### src/rtl/bcd_pkg.sv
// Shared types and helpers for the two-digit BCD countdown timer.
package bcd_pkg;

    typedef enum logic [1:0] {
        S_IDLE,
        S_RUN,
        S_PAUSE,
        S_DONE
    } tmr_state_t;

    localparam logic [3:0] BCD_MAX = 4'd9;

    // True when the nibble is a legal BCD digit (0..9).
    function automatic logic is_bcd(input logic [3:0] n);
        return (n <= BCD_MAX);
    endfunction

endpackage

### src/rtl/bcd_digit_down.sv
// One BCD digit that counts down 9..0 and wraps to 9.
// The borrow output is combinational, so the next digit can decrement on the same edge.
module bcd_digit_down
    import bcd_pkg::*;
(
    input  logic       clk,
    input  logic       _rst,
    input  logic       ld,
    input  logic [3:0] d,
    input  logic       dec,
    output logic [3:0] q,
    output logic       borrow
);

    logic [3:0] r_q;

    // Digit register: a load takes precedence over a decrement; 0 wraps to 9.
    always_ff @(posedge clk or negedge _rst) begin
        if (!_rst) begin
            r_q <= '0;
        end else if (ld) begin
            r_q <= d;
        end else if (dec) begin
            r_q <= (r_q == 4'd0) ? BCD_MAX : r_q - 4'd1;
        end
    end

    assign q      = r_q;
    assign borrow = dec && (r_q == 4'd0);

endmodule

### src/rtl/bcd_down_counter_2d.sv
// Two-digit BCD countdown timer with load, start, pause and resume.
// A done pulse marks the point where the count reaches 00.
// Q uses the packed {tens,units} format.
module bcd_down_counter_2d
    import bcd_pkg::*;
#(
    parameter int unsigned TICK_DIV = 1,
    parameter int unsigned WRAP     = 0
)
(
    input  logic       clk,
    input  logic       _rst,
    input  logic       load,
    input  logic [7:0] din,
    input  logic       start,
    input  logic       pause,
    output logic [7:0] Q,
    output logic       running,
    output logic       done,
    output logic       err
);

    localparam int unsigned    PW         = (TICK_DIV > 1) ? $clog2(TICK_DIV) : 1;
    localparam logic [PW-1:0]  PRESC_LAST = PW'(TICK_DIV - 1);

    tmr_state_t    r_state;
    logic [PW-1:0] r_presc;
    logic          r_running;
    logic          r_done;
    logic          r_err;

    logic          w_din_ok;
    logic          w_ld;
    logic          w_tick;
    logic          w_at_one;
    logic          w_units_borrow;
    logic          w_unused_tens_borrow;
    logic [3:0]    w_units;
    logic [3:0]    w_tens;

    assign w_din_ok = is_bcd(din[7:4]) && is_bcd(din[3:0]);
    assign w_ld     = load && w_din_ok;
    // Any load, including a rejected one, and any pause take priority over a tick in this cycle.
    assign w_tick   = (r_state == S_RUN) && !load && !pause && (r_presc == PRESC_LAST);
    assign w_at_one = (w_tens == 4'd0) && (w_units == 4'd1);

    bcd_digit_down u_units (
        .clk    (clk),
        ._rst   (_rst),
        .ld     (w_ld),
        .d      (din[3:0]),
        .dec    (w_tick),
        .q      (w_units),
        .borrow (w_units_borrow)
    );

    bcd_digit_down u_tens (
        .clk    (clk),
        ._rst   (_rst),
        .ld     (w_ld),
        .d      (din[7:4]),
        .dec    (w_units_borrow),
        .q      (w_tens),
        .borrow (w_unused_tens_borrow)
    );

    // Control FSM: applies load > pause > start > tick, and drives the prescaler and the registered flags.
    always_ff @(posedge clk or negedge _rst) begin
        if (!_rst) begin
            r_state   <= S_IDLE;
            r_presc   <= '0;
            r_running <= 1'b0;
            r_done    <= 1'b0;
            r_err     <= 1'b0;
        end else begin
            r_done <= 1'b0;
            r_err  <= 1'b0;
            if (load) begin
                if (w_din_ok) begin
                    r_state   <= S_IDLE;
                    r_presc   <= '0;
                    r_running <= 1'b0;
                end else begin
                    r_err <= 1'b1;
                end
            end else if (pause) begin
                if (r_state == S_RUN) begin
                    r_state   <= S_PAUSE;
                    r_running <= 1'b0;
                end
            end else if (start && (r_state == S_IDLE || r_state == S_PAUSE)) begin
                if (Q != 8'h00) begin
                    r_state   <= S_RUN;
                    r_running <= 1'b1;
                end else begin
                    r_state <= S_DONE;
                    r_done  <= 1'b1;
                end
            end else if (r_state == S_RUN) begin
                r_presc <= (r_presc == PRESC_LAST) ? '0 : r_presc + PW'(1);
                if (w_tick && w_at_one) begin
                    r_done <= 1'b1;
                    if (WRAP == 0) begin
                        r_state   <= S_DONE;
                        r_running <= 1'b0;
                    end
                end
            end
        end
    end

    assign Q       = {w_tens, w_units};
    assign running = r_running;
    assign done    = r_done;
    assign err     = r_err;

endmodule
### config.mk
export PLATFORM = sky130hd
export DESIGN_NAME = bcd_down_counter_2d
export DESIGN_NICKNAME = d
export VERILOG_FILES = /design/src/rtl/bcd_pkg.sv /design/src/rtl/bcd_digit_down.sv /design/src/rtl/bcd_down_counter_2d.sv
export SDC_FILE = /design/constraint.sdc
export NUM_CORES = 1
export LEC_CHECK = 0
export BUFFER_PORTS_ARGS = -buffer_cell sky130_fd_sc_hd__buf_2
export CAP_MARGIN = 20
export CORE_UTILIZATION = 47
export CTS_BUF_LIST = sky130_fd_sc_hd__clkbuf_2
export DETAILED_ROUTE_END_ITERATION = 10
export MAX_ROUTING_LAYER = met4
export PLACE_DENSITY = 0.78
export SLEW_MARGIN = 0
export SYNTH_ARGS = -nofsm -noshare
export SYNTH_HDL_FRONTEND = slang
export SYNTH_SLANG_ARGS = --single-unit
### constraint.sdc
create_clock -name clk -period 1.75 [get_ports clk]
set_clock_uncertainty 0.05 [all_clocks]
set_input_delay 0.4375 -clock clk [delete_from_list [all_inputs] [get_ports clk]]
set_output_delay 0.4375 -clock clk [all_outputs]
set_load 0.01 [all_outputs]
==> flow_summary.toml <==
[logic_synthesis]
syn_inst = 88
ys.warnings.count = 0
synth_edf_count = 0
synth_ff_type = "dfrtp_1"
synthesis.nets = 101
synth_area_um2 = 803
synth-async-reset-ratio = 1.00
ys_types = 40
synth_area_per_cell_um2 = 9.13
seq_area_frac_synth = 0.405
ys_seq_elements = 13

[setup_path]
start_kind = "register"
cp_max_fo = 5
worstPathArrival_ns = 1.83
reg2regPathDepth = 4
rrSetupSlack_ns = 0.06
reg2reg_from = "u_units.q[2]"
critical_path_class = "register to register"
worst_ep_required_time_ns = 1.88
regToRegEndpoint = "r_state[1]"
crit_path_end_kind = "register"

[route]
drc = 4
first_pass_iters = 7
num_vias = 830
via_per_inst = 5.97
routed_wl_um = 1940
drt-initial-drc-count = 34
ant_nets = 0
wl_per_cell_um = 14.0

[sta]
rsz0062_at_grt = "true"
max_slew_margin = 0.774
worstMarginPinSlew_ns = 0.337
setup_violations = 0
setup_slack_ns = 0.0554
timing.final.crit_share = 0.968
finalSetupTns_ns = 0
hold_viol = 0
hold_slack_ns = 0.342
slew_violations = 0
min_period_ns = 1.69
fmaxAchievable_ghz = 0.590

[global_route]
grt_overflow = 0
grt_pass1_wl_um = 3310
first_global_vias = 813
antenna_found_initial = 0
grt_max_degree = 14
track_usage = 0.246

[placed_design]
hpwlAfterDp_um = 1550
place_area_um2 = 993
dp_cells = 134
io_buffers = 23
place_ws_ns = -0.0174
routabilityCongestion = 0.845

[cts]
cts_buffers = 3
post_cts.repair.setup_buffers = 0
path_clk_slew_ns = 0.14
cts_tree = "built"
cts.sinks = 13
insertion_delay_ns = 0.28
clock_path_buffers = 2
h-tree-depth = 1
clockRootBuffer = "clkbuf_2"

[floorplanning]
core_mm2 = 0.00156
dieArea_mm2 = 0.00188
io_pins = 24
start_util = 0.515
rows = 14
dieWidth_um = 43.3
die_h_um = 43.3

[layout]
layout_common_cells = "23 x buf_2, 13 x nor2_1, 12 x dfrtp_1"
multi_input_area_um2 = 464
nFillCells = 129
finish.instance_area_mm2 = 0.00104
drive_gt1_frac = 0.374
fin_nets = 137
syn_to_final_growth_pct = 29.3
regArea_um2 = 327
diodes = 0
final_common_cell = "buf_2"
fin_util = 0.666
instances_no_fill = 139

[power_and_ir_drop]
powerDensity_mw_per_mm2 = 855
finalPower_mw = 0.887
p_leak_nw = 0.471
ir_worst_vdd_uv = 504

[job]
drv_cap = 0

[worst_hold_path]
min_path_cells = 3
hold_end = "u_tens.q[3]"
hp-start = "din[7]"
holdCritPathClass = "input pin to register"

[run_status]
failed_checks = "design-rule violations"
status = "complete, but fails checks"
[worst max-delay path, stage by stage (launching register included)]
cell and delay, ns:
dfrtp_1 0.44, or4_4 0.57, nor3_2 0.26, o221ai_1 0.14
o311a_1 0.13
[registers in the layout, indices dropped and copies added, names as in the netlist]
register	cells
r_state	2
done	1
running	1
u_tens.q	4
err	1
u_units.q	4
[final cells by class]
cell class / instances / share of cell area
Tap cell: 16 / 0.0193
Sequential cell: 13 / 0.314
Multi-Input combinational cell: 70 / 0.447
Timing Repair Buffer: 34 / 0.193
Clock buffer: 4 / 0.0193
Inverter: 2 / 0.00723
[layer usage]
| metal | track usage | up-vias | wire length [um] |
|---|---|---|---|
| li1 | - | 404 | - |
| met1 | 0.315 | 392 | 927 |
| met2 | 0.391 | 30 | 896 |
| met3 | 0.0417 | 4 | 100 |
| met4 | 0.0938 | 0 | 20 |
| met5 | - | - | 0 |
[power by group]
group / total [mW] / switching (mW) / leakage, nW / internal (mW)
combinational: 0.300 / 0.156 / 0.297 / 0.145
clock: 0.161 / 0.100 / 0.0166 / 0.0606
sequential: 0.426 / 0.0744 / 0.157 / 0.352
total: 0.887 / 0.330 / 0.471 / 0.557
[Yosys cell counts (all sizes together), types with 2 or more instances]
library cell | count | area [um2]
nand2b | 2 | 12.5
nor4 | 2 | 18.8
nor2 | 13 | 48.8
o21a | 4 | 30.0
inv | 2 | 7.51
clkbuf | 2 | 8.75
a221o | 2 | 20.0
dfrtp | 13 | 325
a21oi | 2 | 10.0
a31oi | 2 | 12.5
and3 | 2 | 13.8
nand3 | 4 | 25.0
nor3 | 2 | 10.0
o21ai | 9 | 45.0
nand2 | 7 | 26.3
[timing repair]
item / CTS / global route
endpoints found under the setup margin: 0 / 5
hold buffers: 1 / 0
hold endpoints to repair: 13 / 0
gates resized for setup: 0 / 3
[kinds of logic after synthesis]
| group | count (synthesis) | synth area share |
|---|---|---|
| buffers and inverters | 5 | 0.0343 |
| AND/OR/NAND/NOR | 40 | 0.301 |
| AO/OA/AOI/OAI | 29 | 0.249 |
| flip-flops | 13 | 0.405 |
| XOR/XNOR | 1 | 0.0109 |
[how the worst max path moves through the flow]
stage	endpoint	depth (start not counted)	slack, ns	from
final	r_state[1]	4	0.06	u_units.q[2]
after global routing	r_state[1]	4	-0.04	u_units.q[3]
after CTS	r_state[1]	4	0.02	u_units.q[2]
after detailed placement	u_units.q[3]	6	-0.02	load
after global placement	u_tens.q[3]	5	-0.02	load
after floorplan	r_state[1]	4	0.04	u_units.q[2]
No activity file was read; power rests on OpenSTA's default activity.
